**config.mk**
```make
export PLATFORM = sky130hd
export DESIGN_NAME = mod_add_operand_issue
export DESIGN_NICKNAME = d
export VERILOG_FILES = /design/src/rtl/mod_add_pkg.sv /design/src/rtl/mod_range_check.sv /design/src/rtl/mod_add_operand_issue.sv
export SDC_FILE = /design/constraint.sdc
export NUM_CORES = 1
export LEC_CHECK = 0
export ABC_AREA = 0
export BUFFER_PORTS_ARGS = -buffer_cell sky130_fd_sc_hd__buf_2
export CAP_MARGIN = 20
export CORE_MARGIN = 2
export CORE_UTILIZATION = 45
export DETAILED_ROUTE_END_ITERATION = 16
export PLACE_DENSITY_LB_ADDON = 0.3
export SYNTH_ARGS = -nofsm -noshare
export SYNTH_HDL_FRONTEND = slang
export SYNTH_SLANG_ARGS = --single-unit
```
**constraint.sdc**
```tcl
create_clock -name clk -period 3.39 [get_ports clk]
set_input_delay 0.5085 -clock clk [delete_from_list [all_inputs] [get_ports clk]]
set_output_delay 0.5085 -clock clk [all_outputs]
set_load 0.05 [all_outputs]
```
**src/rtl/mod_add_pkg.sv**
```systemverilog
// Shared definitions for the modular-adder operand issue block.
//   N_DEF      default operand/modulus width (matches downstream adder n)
//   CNT_W_DEF  default width of the issued-set counter
//   state_e    issue FSM states
package mod_add_pkg;

  localparam int N_DEF     = 7;
  localparam int CNT_W_DEF = 16;

  typedef enum logic {
    UNCONF = 1'b0,
    CONF   = 1'b1
  } state_e;

endpackage

```
**src/rtl/mod_range_check.sv**
```systemverilog
// Unsigned range check of an operand pair against the modulus.
//   a, b  operands (N bits)
//   m     modulus (N bits)
//   err   high when a >= m or b >= m
module mod_range_check #(
  parameter int N = 7
) (
  input  logic [N-1:0] a,
  input  logic [N-1:0] b,
  input  logic [N-1:0] m,
  output logic         err
);

  assign err = (a >= m) || (b >= m);

endmodule

```
**src/rtl/mod_add_operand_issue.sv**
```systemverilog
// Operand issue stage for a modular adder: holds the modulus M and its
// complement K = 2^N - M, accepts operand pairs, flags out-of-range operands
// and presents a registered {a, b, K, err} set to the adder.
//   clk, rst                         clock, async active-high reset
//   cfg_valid/cfg_ready/cfg_m        modulus write handshake
//   cfg_err, configured              write status
//   in_valid/in_ready/in_a/in_b      operand pair input
//   out_valid/out_ready              output set handshake
//   out_a/out_b/out_k/out_err        registered set to adder a_v/b_v/k_v
//   issue_cnt                        sets consumed downstream (wraps)
//
// state  | meaning
// UNCONF | no legal modulus loaded; only cfg writes accepted
// CONF   | modulus loaded; operands flow, cfg accepted when output empty
module mod_add_operand_issue
  import mod_add_pkg::*;
#(
  parameter int N     = N_DEF,
  parameter int CNT_W = CNT_W_DEF
) (
  input  logic             clk,
  input  logic             rst,
  input  logic             cfg_valid,
  output logic             cfg_ready,
  input  logic [N-1:0]     cfg_m,
  output logic             cfg_err,
  output logic             configured,
  input  logic             in_valid,
  output logic             in_ready,
  input  logic [N-1:0]     in_a,
  input  logic [N-1:0]     in_b,
  output logic             out_valid,
  input  logic             out_ready,
  output logic [N-1:0]     out_a,
  output logic [N-1:0]     out_b,
  output logic [N-1:0]     out_k,
  output logic             out_err,
  output logic [CNT_W-1:0] issue_cnt
);

  state_e           state_q, state_d;
  logic [N-1:0]     m_q, m_d, k_q, k_d;
  logic [N-1:0]     out_a_q, out_a_d, out_b_q, out_b_d, out_k_q, out_k_d;
  logic             out_valid_q, out_valid_d, out_err_q, out_err_d;
  logic             cfg_err_q, cfg_err_d;
  logic [CNT_W-1:0] issue_cnt_q, issue_cnt_d;
  logic             range_err;
  logic             cfg_fire, in_fire, drain;

  mod_range_check #(.N(N)) u_range_check (
    .a   (in_a),
    .b   (in_b),
    .m   (m_q),
    .err (range_err)
  );

  always_comb begin
    state_d     = state_q;
    m_d         = m_q;
    k_d         = k_q;
    out_a_d     = out_a_q;
    out_b_d     = out_b_q;
    out_k_d     = out_k_q;
    out_valid_d = out_valid_q;
    out_err_d   = out_err_q;
    cfg_err_d   = cfg_err_q;
    issue_cnt_d = issue_cnt_q;

    // Modulus may only change while nothing computed with the old K is pending.
    cfg_ready = (state_q == UNCONF) ? 1'b1 : !out_valid_q;
    cfg_fire  = cfg_valid && cfg_ready;
    // cfg wins a same-cycle race so the operand sees the new modulus.
    in_ready  = (state_q == CONF) && (!out_valid_q || out_ready) && !cfg_fire;
    in_fire   = in_valid && in_ready;
    drain     = out_valid_q && out_ready;

    if (cfg_fire) begin
      if (|cfg_m[N-1:1]) begin
        m_d       = cfg_m;
        k_d       = ~cfg_m + {{(N-1){1'b0}}, 1'b1};
        cfg_err_d = 1'b0;
        state_d   = CONF;
      end else begin
        cfg_err_d = 1'b1;
      end
    end

    if (in_fire) begin
      out_a_d     = in_a;
      out_b_d     = in_b;
      out_k_d     = k_q;
      out_err_d   = range_err;
      out_valid_d = 1'b1;
    end else if (drain) begin
      out_valid_d = 1'b0;
    end

    if (drain) begin
      issue_cnt_d = issue_cnt_q + CNT_W'(1);
    end
  end

  always_ff @(posedge clk or posedge rst) begin
    if (rst) begin
      state_q     <= UNCONF;
      m_q         <= '0;
      k_q         <= '0;
      out_a_q     <= '0;
      out_b_q     <= '0;
      out_k_q     <= '0;
      out_valid_q <= 1'b0;
      out_err_q   <= 1'b0;
      cfg_err_q   <= 1'b0;
      issue_cnt_q <= '0;
    end else begin
      state_q     <= state_d;
      m_q         <= m_d;
      k_q         <= k_d;
      out_a_q     <= out_a_d;
      out_b_q     <= out_b_d;
      out_k_q     <= out_k_d;
      out_valid_q <= out_valid_d;
      out_err_q   <= out_err_d;
      cfg_err_q   <= cfg_err_d;
      issue_cnt_q <= issue_cnt_d;
    end
  end

  assign configured = (state_q == CONF);
  assign cfg_err    = cfg_err_q;
  assign out_valid  = out_valid_q;
  assign out_a      = out_a_q;
  assign out_b      = out_b_q;
  assign out_k      = out_k_q;
  assign out_err    = out_err_q;
  assign issue_cnt  = issue_cnt_q;

endmodule

```
# ---- Word level (Yosys, flattened, before mapping)
# Index checks and enable logic that the tools add are counted.
dict set report word_totals {
  register_bits 55
  inputBits 26
  out_inout_bits 43
}
dict set report classes {
  add_sub_neg 2
  n_lt_le_gt_ge 2
  n_mux 4
  bitwise 1
  n_reduce_logical 12
}
# operator n
set op_table {}
lappend op_table {{16-bit by 1-bit adder with 16-bit output, second input constant} 1}
lappend op_table {{7-bit >= comparator} 2}
lappend op_table {{7-bit by 1-bit adder with 7-bit output, second input constant} 1}
lappend op_table {{7-bit NOT} 1}
lappend op_table {{6-bit OR reduction} 1}
lappend op_table {{1-bit logical AND} 5}
lappend op_table {{1-bit two-way mux} 4}
lappend op_table {{1-bit zero test} 2}
lappend op_table {{1-bit logical OR} 2}
lappend op_table {{2-bit AND reduction} 1}
lappend op_table {{2-bit nonzero test} 1}

# ---- Depth between registers and ports, before layout
dict set report logic_depth {
  depth_word 7
  depth_mapped 6
  depth_no_buf 6
}

# ---- Hierarchy
# From an unflattened synthesis, not the netlist that was laid out.
dict set report hier_totals {
  hier_cells 206
  area_unflattened_um2 2571.2
}
# module instances cells_each area_each_um2
set by_module_without_submodules {}
lappend by_module_without_submodules {mod_add_operand_issue 1 168 2252.2}
lappend by_module_without_submodules {mod_range_check 1 38 319.1}

# ---- Least setup slack after synthesis
# Ideal clock, no wire load.
dict set report synth_path {
  kind {register to output}
  start {register out_valid_q, in the netlist out_valid}
  end {output port in_ready}
  arrival_ps 2057
  required_time_ps 2882
  setup_slack_ps 824
  stages_incl_launch_ff 3
  cell_sequence {dfrtp_1 nor2b_1 nor3b_1}
}
dict set report synth_via {
  elab_chain_len 5
  word_cells_on_any_way 7
  classes_between {mux: 1; reduce/logical: 6}
}
# element line
set synth_lines {}
lappend synth_lines {{start: declaration} mod_add_operand_issue.sv:44} ;# logic out_valid_q, out_valid_d, out_err_q, out_err_d;
lappend synth_lines {{start signal: assignment} mod_add_operand_issue.sv:122} ;# out_valid_q <= out_valid_d;
lappend synth_lines {{1-bit zero test (*)} {mod_add_operand_issue.sv:70, mod_add_operand_issue.sv:73}}
lappend synth_lines {{1-bit two-way mux} mod_add_operand_issue.sv:70} ;# cfg_ready = (state_q == UNCONF) ? 1'b1 : !out_valid_q;
lappend synth_lines {{1-bit logical AND} mod_add_operand_issue.sv:71} ;# cfg_fire = cfg_valid && cfg_ready;
lappend synth_lines {{1-bit zero test} mod_add_operand_issue.sv:73} ;# in_ready = (state_q == CONF) && (!out_valid_q || out_ready) && !cfg_fire;
lappend synth_lines {{1-bit logical AND (*)} mod_add_operand_issue.sv:73}
lappend synth_lines {{end: declaration} mod_add_operand_issue.sv:29} ;# output logic in_ready,
# Mark *: on every way between the ends. The rest lies on a longest branch, timed or not.

# ---- Final worst setup path
dict set report layout_path {
  start {register out_valid_q, in the netlist out_valid}
  end {register out_b_q[3], in the netlist out_b[3]}
}
dict set report layout_via {
  elab_chain_len 6
  word_cells_on_any_way 8
  classes_between {mux: 1; reduce/logical: 7}
}
# element line
set layout_lines {}
lappend layout_lines {{1-bit zero test (*)} {mod_add_operand_issue.sv:70, mod_add_operand_issue.sv:73}}
lappend layout_lines {{1-bit two-way mux} mod_add_operand_issue.sv:70}
lappend layout_lines {{1-bit logical AND} mod_add_operand_issue.sv:71}
lappend layout_lines {{1-bit zero test} mod_add_operand_issue.sv:73}
lappend layout_lines {{1-bit logical AND (*)} mod_add_operand_issue.sv:73}
lappend layout_lines {{1-bit logical AND (*)} mod_add_operand_issue.sv:74} ;# in_fire = in_valid && in_ready;
lappend layout_lines {{end signal: assignment} mod_add_operand_issue.sv:120} ;# out_b_q <= out_b_d;
lappend layout_lines {{end: declaration} mod_add_operand_issue.sv:43} ;# logic [N-1:0] out_a_q, out_a_d, out_b_q, out_b_d, out_k_q, out_k_d;
# Marked as above.
# A chain may end at the register's enable or synchronous reset.

==> run summary <==
Period minus WS final: 2.01 ns
FF/Latch Area: 0.00135 sq mm
PD cells: 699 mW/mm^2
Starting Density: 46.4%
Power consumption: 2.15 mW
Post-DR vias/cell: 4.91
RR Startpoint: out_valid
# fillers: 537
Worst VDD drop: 0.000391 V
Switching Share: 43.3%
Wirelength per Cell: 13.3 microns
Nets: 332
Crit path cell chain: nor2b_1 > nor3_4 > buf_4 > mux2_2
Largest net degree at the start of global routing: 37
Root buf cell: clkbuf_8
Area of the die: 0.00626 sq mm
Register area share after synthesis: 53.2%
TritonCTS Sinks: 54
Outcome: completed
Slew Limit Fails: 0
Pleak: 1.54 nW
Core area: 0.00547 sq mm
Hold_buf cts: 0
First-pass GRT wire length: 8190 microns
Row cnt: 27
Unrepaired setup endpoints after global routing: false
Pint: 1.22 mW
Commonest cells after routing, fill and taps aside: 68 x buf_2, 54 x dfrtp_1, 27 x nand2_1
Syn_area_per_cell: 11.8 sq um
Register share of total power: 41.7%
Crit. Startpoint: out_valid
Count of cell types in the netlist: 35
Post-CTS sizing: 0
Detailed-route wire length: 4840 microns
Critical Path AT: 2.21 ns
Crit Path Category: reg2reg
# DRC: 0
Ports: 69
Multi-input logic area: 0.00111 sq mm
Worst hold path class: in2async
Type of origin of the critical path: flop
# setup viols final: 0
CTS tree: yes
Clk buf depth: 2
Max cap viols: 0
Vias in the first global route: 1728
Fmax: 496 MHz
Clock power share: 17.0%
Place WS: 1.27 ns
Yosys warns: 0
Post-CTS Setup Bufs: 0
Synth-to-Final Area Change: 21.0%
Ys async rst share: 100%
Chip width: 79.1 microns
Routed vias: 1781
DRT iter0 DRCs: 34
Clk slew on worst S/H paths: 0.09 ns
Synthesis-stage register bit count: 54
Clock latency on the worst-skew pair: 0.30 ns
Placed Area: 0.00298 sq mm
Most used DFF post-synth: dfrtp_1
Setup TNS: 0 ns
Worst stage delay on the critical path: 0.54 ns
Hold slack: 0.183 ns
Final period util: 59.4%
CP Data Required Time: 3.58 ns
CTS H-tree depth: 2
Setup ws final: 1.38 ns
Post-synth EDFFs: 0
Drt pass-1 iters: 4
Critical-path maximum fanout: 13
Netlist Area Pre-Place: 0.00254 sq mm
Height of the die: 79.1 microns
Crit. End Element: flop
Worst Skew: 0.00670 ns
Final hold violation count: 0
Global Route Usage Sum: 16.7%
Commonest non-fill, non-tap cell in the layout: buf_2
HPWL after detailed placement: 3680 microns
Max_slew headroom: 60.5%
Cell area after layout: 0.00307 sq mm
RePlAce Congestion: 0.879
# diodes: 0
Slew @ Worst Pin: 0.590 ns
I/O Buffers: 68
Number of clock buffers inserted by TritonCTS: 5
Slowest-stage cell, CP: nor3_4
NetSw: 0.930 mW
Post-synth net total: 258
Congestion Overflow GR: 0
Final antenna-violating net count: 0
Cells after Synth: 216
Layout cells sized above 1: 37.1%
Initial antenna violation count: 0
Comb pwr share: 41.3%
## power by group through the flow
stage | sequential [mW] | clock, mW | combinational, mW
final | 0.895 | 0.366 | 0.888
after global routing | 0.921 | 0.411 | 0.955
after CTS | 0.899 | 0.388 | 0.898
after detailed placement | 0.911 | 0 | 0.896
after global placement | 0.904 | 0 | 0.882
after floorplan | 1.30 | 0 | 0.279
## worst paths after layout
path                            endpoint  slack (ns)  cells after the start
hold reg to reg            issue_cnt[15]        0.47                      1
setup / recovery                out_b[3]        1.38                      4
max in group asynchronous         m_q[4]        2.70                      3
min in group clk                out_b[0]        0.45                      2
setup reg to reg                out_b[3]        1.38                      4
hold / removal                  out_a[6]        0.18                      2
## synthesized netlist by cell type (2+ instances only)
cell type	instances	area share, %
o22a_1	2	0.69
o21ai_0	10	2.0
nand3_1	7	1.4
inv_1	14	2.1
nand4_1	4	0.99
a211oi_1	4	1.2
nor2_1	6	0.89
xor2_1	8	2.8
or2_2	3	0.74
dfrtp_1	54	53
nor2b_1	2	0.49
buf_2	3	0.59
ha_1	16	7.9
xnor2_1	11	3.8
a22o_1	2	0.69
mux2_2	22	9.8
nand2_1	27	4.0
nor4_2	2	0.99
nand2b_1	3	0.74
## area by class of cell
class                   count  share of cell area (%)
flip-flops and latches     54                    44.0
multi-input cells         144                    36.2
repair buffers             71                    12.2
well taps                  72                    2.93
clock buffers               7                    2.81
inverters                  14                    1.71
clock inverters             1                   0.163
## layer usage
metal	wire (microns)	track usage, %
met5	0	0
met4	113	7.24
met3	247	3.86
met2	2170	25.4
met1	2310	22.9
## sequential cells by signal, summed over array words and instances, names as in the netlist
signal,count
out_err,1
configured,1
cfg_err,1
out_b,7
out_valid,1
k_q,6
m_q,7
issue_cnt,16
out_a,7
out_k,7
## worst max-delay path, delay by kind of cell (launching register included)
| family | cells | cell delay (ns) |
|---|---|---|
| AND/OR/NAND/NOR | 2 | 0.75 |
| flip-flops | 1 | 0.46 |
| multiplexers | 1 | 0.35 |
| buffers and inverters | 1 | 0.33 |
## kinds of logic after synthesis
family                     after synthesis  share of synthesized area, %
AOI/OAI and AO/OA                       24                          6.11
muxes                                   23                          10.2
buffers and inverters                   18                          2.96
xor gates and xnor gates                19                          6.55
DFF                                     54                          53.2
and+or+nand+nor                         62                          13.1
adders and majority gates               16                          7.88
## metrics by stage
stage                     util (%)  instances
after detailed placement      54.5        355
after global routing          56.2        363
after floorplan                  -        216
final                         56.2        363
after CTS                     56.2        363
after global placement        54.1        354
Power figures use the tool's default switching activity.
